## src/rtl/bbox_tracker_if.sv

```systemverilog
// Sample stream into the bounding-box tracker and the published box coming out of it.
// Latency: n/a (signal bundle only).
// Backpressure: none; the sample stream is qualified by valid_in and is never stalled.
//
// Sample side : x_in, y_in, valid_in, mask_in, frame_done_in   (driven by the master)
// Result side : x_out_1, y_out_1, x_out_2, y_out_2, box_valid_out,
//               pixel_count_out, box_update_out                   (driven by the slave)
interface bbox_tracker_if;
    logic [10:0] x_in;
    logic [9:0]  y_in;
    logic        valid_in;
    logic        mask_in;
    logic        frame_done_in;

    logic [10:0] x_out_1;
    logic [9:0]  y_out_1;
    logic [10:0] x_out_2;
    logic [9:0]  y_out_2;
    logic        box_valid_out;
    logic [20:0] pixel_count_out;
    logic        box_update_out;

    modport master (
        output x_in, y_in, valid_in, mask_in, frame_done_in,
        input  x_out_1, y_out_1, x_out_2, y_out_2, box_valid_out,
               pixel_count_out, box_update_out
    );

    modport slave (
        input  x_in, y_in, valid_in, mask_in, frame_done_in,
        output x_out_1, y_out_1, x_out_2, y_out_2, box_valid_out,
               pixel_count_out, box_update_out
    );
endinterface

```

## src/rtl/bbox_tracker.sv

```systemverilog
// Per-frame bounding box of set mask pixels, smoothed and gated, formatted for the overlay.
// Latency: frame_done_in sampled at edge N -> new box and box_update_out visible after edge N+1.
// Backpressure: none; every sample is consumed on the cycle it is presented.
//
// Ports: clk_in / rst_in (synchronous, active-high) are plain scalars.
//        bus (bbox_tracker_if.slave) carries the tagged sample stream in and the
//        published box (corners, valid, pixel count, update pulse) out. All outputs registered.
module bbox_tracker #(
    parameter int H_ACTIVE     = 1280,
    parameter int V_ACTIVE     = 720,
    parameter int MIN_PIXELS   = 64,
    parameter int SMOOTH_SHIFT = 2
) (
    input  logic          clk_in,
    input  logic          rst_in,
    bbox_tracker_if.slave bus
);

    localparam logic [10:0] X_LIM      = 11'(H_ACTIVE);
    localparam logic [9:0]  Y_LIM      = 10'(V_ACTIVE);
    localparam logic [20:0] CNT_MIN    = 21'(MIN_PIXELS);
    localparam logic [20:0] CNT_MAX    = '1;
    localparam logic [10:0] MIN_X_INIT = '1;
    localparam logic [9:0]  MIN_Y_INIT = '1;

    typedef enum logic {
        ACCUM   = 1'b0,
        PUBLISH = 1'b1
    } state_t;

    state_t state, state_nxt;

    // Running accumulators for the frame in progress.
    logic [10:0] acc_min_x, acc_max_x;
    logic [9:0]  acc_min_y, acc_max_y;
    logic [20:0] acc_cnt;

    // Accumulators with the current sample folded in.
    logic [10:0] mrg_min_x, mrg_max_x;
    logic [9:0]  mrg_min_y, mrg_max_y;
    logic [20:0] mrg_cnt;

    // Snapshot of the frame that just ended.
    logic [10:0] meas_min_x, meas_max_x;
    logic [9:0]  meas_min_y, meas_max_y;
    logic [20:0] meas_cnt;

    // Published result registers.
    logic [10:0] x1_q, x2_q;
    logic [9:0]  y1_q, y2_q;
    logic        valid_q;
    logic [20:0] cnt_q;
    logic        upd_q;

    logic        counted;
    logic        take_snap;
    logic        do_publish;

    logic [10:0] m_x1, m_x2;
    logic [9:0]  m_y1, m_y2;

    assign counted = bus.valid_in && bus.mask_in &&
                     (bus.x_in < X_LIM) && (bus.y_in < Y_LIM);

    // c + ((m - c) >>> SMOOTH_SHIFT) using a one-bit-wider signed difference.
    // The sum is taken modulo the output width; it always lands between c and m.
    function automatic logic [10:0] smooth_x(input logic [10:0] c, input logic [10:0] m);
        logic signed [11:0] d;
        d = $signed({1'b0, m}) - $signed({1'b0, c});
        d = d >>> SMOOTH_SHIFT;
        return c + d[10:0];
    endfunction

    function automatic logic [9:0] smooth_y(input logic [9:0] c, input logic [9:0] m);
        logic signed [10:0] d;
        d = $signed({1'b0, m}) - $signed({1'b0, c});
        d = d >>> SMOOTH_SHIFT;
        return c + d[9:0];
    endfunction

    // ---------------- FSM ----------------
    always_ff @(posedge clk_in) begin
        if (rst_in) state <= ACCUM;
        else        state <= state_nxt;
    end

    always_comb begin
        state_nxt  = state;
        take_snap  = 1'b0;
        do_publish = 1'b0;
        case (state)
            ACCUM: begin
                if (bus.frame_done_in) begin
                    take_snap = 1'b1;
                    state_nxt = PUBLISH;
                end
            end
            PUBLISH: begin
                // A frame_done here is deliberately ignored.
                do_publish = 1'b1;
                state_nxt  = ACCUM;
            end
            default: state_nxt = ACCUM;
        endcase
    end

    // ---------------- accumulation ----------------
    always_comb begin
        mrg_min_x = acc_min_x;
        mrg_max_x = acc_max_x;
        mrg_min_y = acc_min_y;
        mrg_max_y = acc_max_y;
        mrg_cnt   = acc_cnt;
        if (counted) begin
            if (bus.x_in < acc_min_x) mrg_min_x = bus.x_in;
            if (bus.x_in > acc_max_x) mrg_max_x = bus.x_in;
            if (bus.y_in < acc_min_y) mrg_min_y = bus.y_in;
            if (bus.y_in > acc_max_y) mrg_max_y = bus.y_in;
            if (acc_cnt != CNT_MAX)   mrg_cnt   = acc_cnt + 21'd1;
        end
    end

    always_ff @(posedge clk_in) begin
        if (rst_in || take_snap) begin
            // On frame end the same-cycle sample goes to the snapshot (below),
            // so the accumulators restart clean for the next frame.
            acc_min_x <= MIN_X_INIT;
            acc_min_y <= MIN_Y_INIT;
            acc_max_x <= '0;
            acc_max_y <= '0;
            acc_cnt   <= '0;
        end else begin
            acc_min_x <= mrg_min_x;
            acc_min_y <= mrg_min_y;
            acc_max_x <= mrg_max_x;
            acc_max_y <= mrg_max_y;
            acc_cnt   <= mrg_cnt;
        end
    end

    always_ff @(posedge clk_in) begin
        if (rst_in) begin
            meas_min_x <= MIN_X_INIT;
            meas_min_y <= MIN_Y_INIT;
            meas_max_x <= '0;
            meas_max_y <= '0;
            meas_cnt   <= '0;
        end else if (take_snap) begin
            meas_min_x <= mrg_min_x;
            meas_min_y <= mrg_min_y;
            meas_max_x <= mrg_max_x;
            meas_max_y <= mrg_max_y;
            meas_cnt   <= mrg_cnt;
        end
    end

    // ---------------- publish ----------------
    // Bottom-right is exclusive; max+1 cannot overflow since max < active size.
    assign m_x1 = meas_min_x;
    assign m_y1 = meas_min_y;
    assign m_x2 = meas_max_x + 11'd1;
    assign m_y2 = meas_max_y + 10'd1;

    always_ff @(posedge clk_in) begin
        if (rst_in) begin
            x1_q    <= '0;
            y1_q    <= '0;
            x2_q    <= '0;
            y2_q    <= '0;
            valid_q <= 1'b0;
            cnt_q   <= '0;
            upd_q   <= 1'b0;
        end else begin
            upd_q <= do_publish;
            if (do_publish) begin
                cnt_q <= meas_cnt;
                if (meas_cnt < CNT_MIN) begin
                    // Too few pixels: flag invalid, keep the last good corners.
                    valid_q <= 1'b0;
                end else begin
                    if (!valid_q || (SMOOTH_SHIFT == 0)) begin
                        x1_q <= m_x1;
                        y1_q <= m_y1;
                        x2_q <= m_x2;
                        y2_q <= m_y2;
                    end else begin
                        x1_q <= smooth_x(x1_q, m_x1);
                        y1_q <= smooth_y(y1_q, m_y1);
                        x2_q <= smooth_x(x2_q, m_x2);
                        y2_q <= smooth_y(y2_q, m_y2);
                    end
                    valid_q <= 1'b1;
                end
            end
        end
    end

    assign bus.x_out_1         = x1_q;
    assign bus.y_out_1         = y1_q;
    assign bus.x_out_2         = x2_q;
    assign bus.y_out_2         = y2_q;
    assign bus.box_valid_out   = valid_q;
    assign bus.pixel_count_out = cnt_q;
    assign bus.box_update_out  = upd_q;

endmodule

```

## src/flat_wrapper.sv

```systemverilog
// flat-port wrapper written by rule: the top's interface ports become plain ports
module bbox_tracker_flat 
#(
    parameter int H_ACTIVE     = 1280,
    parameter int V_ACTIVE     = 720,
    parameter int MIN_PIXELS   = 64,
    parameter int SMOOTH_SHIFT = 2
)
  (clk_in, rst_in, bus_x_in, bus_y_in, bus_valid_in, bus_mask_in, bus_frame_done_in, bus_x_out_1, bus_y_out_1, bus_x_out_2, bus_y_out_2, bus_box_valid_out, bus_pixel_count_out, bus_box_update_out);
  bbox_tracker_if bus_i ();
  input  logic clk_in;
  input  logic rst_in;
  input wire logic [$bits(bus_i.x_in)-1:0] bus_x_in;
  input wire logic [$bits(bus_i.y_in)-1:0] bus_y_in;
  input wire logic [$bits(bus_i.valid_in)-1:0] bus_valid_in;
  input wire logic [$bits(bus_i.mask_in)-1:0] bus_mask_in;
  input wire logic [$bits(bus_i.frame_done_in)-1:0] bus_frame_done_in;
  output wire logic [$bits(bus_i.x_out_1)-1:0] bus_x_out_1;
  output wire logic [$bits(bus_i.y_out_1)-1:0] bus_y_out_1;
  output wire logic [$bits(bus_i.x_out_2)-1:0] bus_x_out_2;
  output wire logic [$bits(bus_i.y_out_2)-1:0] bus_y_out_2;
  output wire logic [$bits(bus_i.box_valid_out)-1:0] bus_box_valid_out;
  output wire logic [$bits(bus_i.pixel_count_out)-1:0] bus_pixel_count_out;
  output wire logic [$bits(bus_i.box_update_out)-1:0] bus_box_update_out;
  assign bus_i.x_in = bus_x_in;
  assign bus_i.y_in = bus_y_in;
  assign bus_i.valid_in = bus_valid_in;
  assign bus_i.mask_in = bus_mask_in;
  assign bus_i.frame_done_in = bus_frame_done_in;
  assign bus_x_out_1 = bus_i.x_out_1;
  assign bus_y_out_1 = bus_i.y_out_1;
  assign bus_x_out_2 = bus_i.x_out_2;
  assign bus_y_out_2 = bus_i.y_out_2;
  assign bus_box_valid_out = bus_i.box_valid_out;
  assign bus_pixel_count_out = bus_i.pixel_count_out;
  assign bus_box_update_out = bus_i.box_update_out;
  bbox_tracker #(.H_ACTIVE(H_ACTIVE), .V_ACTIVE(V_ACTIVE), .MIN_PIXELS(MIN_PIXELS), .SMOOTH_SHIFT(SMOOTH_SHIFT)) u_core (.clk_in(clk_in), .rst_in(rst_in), .bus(bus_i));
endmodule
```

## config.mk

```make
export PLATFORM = sky130hd
export DESIGN_NAME = bbox_tracker_flat
export DESIGN_NICKNAME = d
export VERILOG_FILES = /design/src/rtl/bbox_tracker_if.sv /design/src/rtl/bbox_tracker.sv /design/src/flat_wrapper.sv
export SDC_FILE = /design/constraint.sdc
export NUM_CORES = 1
export LEC_CHECK = 0
export CORE_MARGIN = 1.5
export CORE_UTILIZATION = 40
export CTS_CLUSTER_SIZE = 20
export DETAILED_ROUTE_END_ITERATION = 10
export HOLD_SLACK_MARGIN = 0.1
export PLACE_DENSITY_LB_ADDON = 0.12
export SYNTH_ARGS = -nofsm -noshare
export SYNTH_HDL_FRONTEND = slang
export SYNTH_SLANG_ARGS = --single-unit
```

## constraint.sdc

```tcl
create_clock -name clk_in -period 10.8 [get_ports clk_in]
set_input_delay 2.16 -clock clk_in [delete_from_list [all_inputs] [get_ports clk_in]]
set_output_delay 2.16 -clock clk_in [all_outputs]
set_load 0.02 [all_outputs]
```

After elaboration in Yosys (flattened, before gate mapping) --
Index checks and enable logic that the tools add are counted.
Storage, ports and cells: register bits after elaboration 192, input bits 26, output and inout port bits 65, logic and storage cells 63
Operators by class: $add $sub $neg 11, order comparisons 7, eq/ne operators 1, mux-type cells 19, bitwise gates (word level) 2, reductions and logical operators 5
Operators by type and width (number):
- two-way mux 11 bit | 6
- two-way mux 10 bit | 6
- two-way mux 21 bit | 2
- subtractor 11 x 11 -> 12 bit | 2
- adder 11 bit | 2
- subtractor 10 x 10 -> 11 bit | 2
- adder 21 x 1 -> 21 bit (second input constant) | 1
- less-than comparator 21 x 7 -> 1 bit (second input constant) | 1
- != test 21 bit (second input constant) | 1
- adder 10 bit | 2
- adder 11 x 1 -> 11 bit (second input constant) | 1
- greater-than comparator 11 bit | 1
- less-than comparator 11 bit | 1
- less-than comparator 11 bit (second input constant) | 1
- adder 10 x 1 -> 10 bit (second input constant) | 1
- greater-than comparator 10 bit | 1
- less-than comparator 10 bit | 1
- less-than comparator 10 bit (second input constant) | 1
- two-way mux 1 bit | 4
- logical AND 1 bit | 3
- NOT 1 bit | 2
- one-hot mux 1 bit (2 select lines) | 1
- AND reduction 2 bit | 1
- logical OR 1 bit | 1

Logic depth before layout (Yosys ltp) --
word-level depth 4, gate-level depth with buffers 18, gate-level depth less buffers 18

Worst setup path after synthesis --
No wires, ideal clock.
kind input to register, start in bus_x_in[1], end reg u_core.meas_min_x[0], in the netlist u_core.m_x1[0], setup time 0.133 ns, arrival 3.814 ns, data required time 10.667 ns, setup slack 6.853 ns, stages 9, path buffers 1, cells stage by stage ha_1 a21o_1 a21o_1 a211oi_1 o21ai_1 a21oi_1 buf_2 mux2i_1 a21oi_1
On the way: longest elaborated chain between the ends 4, elaborated cells between the ends (all ways) 6, those cells by class order compare (2); mux (2); reduce/logical (2)
Ends and longest elaborated chain:
- start, declared | RTL line flat_wrapper.sv:13 | input wire logic [$bits(bus_i.x_in)-1:0] bus_x_in;
- less-than comparator 11 bit | RTL line bbox_tracker.sv:63 | (bus.x_in < X_LIM) && (bus.y_in < Y_LIM);
- logical AND 1 bit | RTL line bbox_tracker.sv:62 | assign counted = bus.valid_in && bus.mask_in &&
- logical AND 1 bit | RTL line bbox_tracker.sv:63
- two-way mux 11 bit * | RTL line bbox_tracker.sv:114 | if (counted) begin
- end signal, assigned | RTL line bbox_tracker.sv:149 | meas_min_x <= mrg_min_x;
- end, declared | RTL line bbox_tracker.sv:44 | logic [10:0] meas_min_x, meas_max_x;
Every way passes the cells marked *; elsewhere a longest branch is shown, timed or not. A chain may end at the register's enable or synchronous reset.

Worst setup path after layout --
start in bus_y_in[4], end reg u_core.meas_min_x[2], in the netlist u_core.m_x1[2]
On the way: longest elaborated chain between the ends 3
Ends and longest elaborated chain:
- start, declared | RTL line flat_wrapper.sv:14 | input wire logic [$bits(bus_i.y_in)-1:0] bus_y_in;
- less-than comparator 10 bit | RTL line bbox_tracker.sv:63
- logical AND 1 bit | RTL line bbox_tracker.sv:63
- two-way mux 11 bit | RTL line bbox_tracker.sv:114
Every way passes these cells.

==> results.cfg <==
[run_status]
status = completed

[timing]
fin_crit_ps = 4806
drv_slew = 0
relSlewSlack = 0.3150
fin_skew_ps = 12.38
layout_setup_ws_ps = 5994
rsz0062_at_grt = no
period_share = 0.4450
worstMarginPinSlew_ps = 1026
fmaxAchievable_ghz = 0.2081
setup_viol = 0
hold_violations = 0
setup_tns_ps = 0

[detailed_routing]
wl_met2_um = 11640
drtIter0Drc = 462
vias = 9038
drc = 0
antenna_left = 0
drtPass1Iterations = 5
met1Wirelength_um = 14230
maxUsedRoutingLayer = met4
wl_met3_um = 901
viasPerCell = 5.106
wire_per_inst_um = 15.34
totalWireLength_um = 27150

[cts]
numCtsBuffers = 17
clockBufferDepth = 2
clk_latency_ps = 440
cts_resized = 0
clkSinkCount = 192
path_clk_slew_ps = 70
htreeDepth = 4
cts_tree = yes
ctsHoldBuffers = 0
root_buffer = clkbuf_16
cts_setup_buffers = 0

[job]
maxCapViolCount = 0

[yosys]
synth_edf_count = 0
ys_top_cells_by_count = dfxtp_1 (192), nor2_1 (166), nand2_1 (127), ha_1 (120), inv_1 (94)
seq_area_frac_synth = 0.3450
synth_area_leader_cell = dfxtp_1
synthTopCellsByArea = dfxtp_1 (35%), ha_1 (13%), mux2i_1 (7.0%)
syn_inst = 1317
synthMostInstantiatedCell = dfxtp_1
yosys_warnings = 0
mappedNetlistNets = 1467
ys_seq_elements = 192
ys.flop_type = dfxtp_1
synth.cell_area_um2 = 11140
synth_area_per_cell_um2 = 8.459
async_flop_share = 0
yosysUniqueCellTypes = 62
yosysTopAreaCellShare = 0.3450

[power]
power_leakage_nw = 5.223
power_density_nw_per_um2 = 113.6
peakVddDrop_mv = 0.09413
power.total_mw = 1.473

[floorplan]
die_x_um = 169.9
core_region_area_um2 = 27180
io_pins = 91
initial_core_util = 0.4099
rows = 60
die_height_um = 169.9
dieArea_um2 = 28860

[hold_path]
hp-class = reg -> reg
hp-start = u_core.meas_cnt[4]

[placement]
place_ws_ps = 5506
place_congestion = 0.8452
port_buffers = 90
dp_cells = 1738
hpwl_um = 19650

[setup_path]
critPathCaptureType = flip-flop
path_max_fanout = 6
worstSetupPathType = in -> reg
reg2reg_from = u_core.meas_max_x[0]
cp.required_ps = 11080
worstPathArrival_ps = 5080
start_kind = primary input
critPathLaunch = bus_y_in[4]

[global_routing]
grt_pass1_vias = 8947
grt_usage = 0.1959
antenna_found_initial = 0
grt_pass1_wl_um = 45330
grt_max_degree = 69
overflow = 0

[layout]
layout-drive-gt1-share = 0.04363
area_delta_synth_final_pct = 16.40
fin_cells = 1770
diodes = 0
final_nets = 1535
==> cell type report <==
type | instances | area, um^2
sequential | 192 | 3845
clock buffer | 22 | 484.2
clock inverter | 10 | 75.07
multi-input combinational | 977 | 6755
timing repair buffer | 102 | 985.9
fill | 2716 | 14210
inverter | 95 | 356.6
tap | 372 | 465.4
==> state kept, by name (all words and copies together), names as in the netlist <==
name	count
u_core.acc_min_x	11
u_core.bus.y_out_2	10
u_core.bus.pixel_count_out	21
u_core.acc_min_y	10
u_core.meas_cnt	21
u_core.acc_cnt	21
u_core.bus.y_out_1	10
u_core.bus.x_out_1	11
u_core.acc_max_y	10
u_core.bus.box_valid_out	1
u_core.bus.box_update_out	1
u_core.acc_max_x	11
u_core.m_x1	11
u_core.bus.x_out_2	11
u_core.state	1
u_core.meas_max_y	10
u_core.meas_max_x	11
u_core.m_y1	10
==> metal layers <==
metal | vias to the layer above | track usage
met5 | - | 0
met2 | 118 | 0.3111
li1 | 4695 | -
met4 | 0 | 0.05348
met3 | 25 | 0.03047
met1 | 4200 | 0.2751
==> placed cells by master (no fill, tap or decap), types with 4 or more instances in the layout <==
cell / n
mux2i_1: 78
o21ai_1: 31
nand2b_1: 6
a2111oi_0: 6
o21a_1: 6
buf_4: 12
o211ai_1: 6
a311oi_1: 6
xnor2_1: 58
a31oi_1: 6
nand2_1: 127
a21oi_1: 81
clkbuf_8: 4
nor3_1: 27
clkdlybuf4s50_1: 89
inv_1: 94
a211oi_1: 22
o31a_1: 4
o21bai_1: 5
clkbuf_16: 17
and4_1: 4
and3_1: 13
nand3_1: 29
nand4_1: 12
ha_1: 120
and2_1: 6
fa_1: 4
a21o_1: 25
a221oi_1: 9
o21ai_0: 35
dfxtp_1: 191
xor2_1: 31
inv_6: 4
nor2_1: 166
nor2b_1: 11
nor4_1: 5
==> path summary, 6_finish.rpt <==
check / endpoint / cells past startpoint / slack [ps]
max: u_core.m_x1[2] / 9 / 5990
min: u_core.meas_cnt[4] / 2 / 450
max reg2reg: u_core.bus.x_out_2[10] / 17 / 6490
min reg2reg: u_core.meas_cnt[4] / 2 / 450
==> power by group <==
group | switching (mW) | internal [mW]
Combinational | 0.0822 | 0.0590
Sequential | 0.00543 | 0.714
Clock | 0.290 | 0.323
==> critical path, stage by stage <==
cell and delay, ps:
clkdlybuf4s50_1 490, o211a_1 270, o21ai_1 220, nand4_1 350
a211o_1 370, a21oi_1 560, buf_4 300, mux2i_1 250
a21oi_1 90
==> logic make-up (layout without fill, tap and decap cells) <==
| group | Yosys count | after routing | share of synthesized area |
|---|---|---|---|
| DFF | 192 | 192 | 0.3450 |
| adders and majority gates | 124 | 124 | 0.1420 |
| AOI/OAI and AO/OA | 266 | 266 | 0.1558 |
| and+or+nand+nor | 417 | 417 | 0.1636 |
| buffers and inverters | 148 | 229 | 0.05054 |
| muxes | 81 | 81 | 0.07311 |
| xor gates and xnor gates | 89 | 89 | 0.06997 |
==> metrics by stage <==
| stage | util | area [um^2] | hold slack, ps |
|---|---|---|---|
| after floorplan | - | 11140 | 424.8 |
| after global placement | 0.4566 | 12410 | 443.3 |
| after detailed placement | 0.4566 | 12410 | 444.6 |
| after CTS | 0.4772 | 12970 | 454.7 |
| after global routing | 0.4772 | 12970 | 491.2 |
| final | 0.4772 | 12970 | 452.9 |
(Power assumes the default switching activity.)
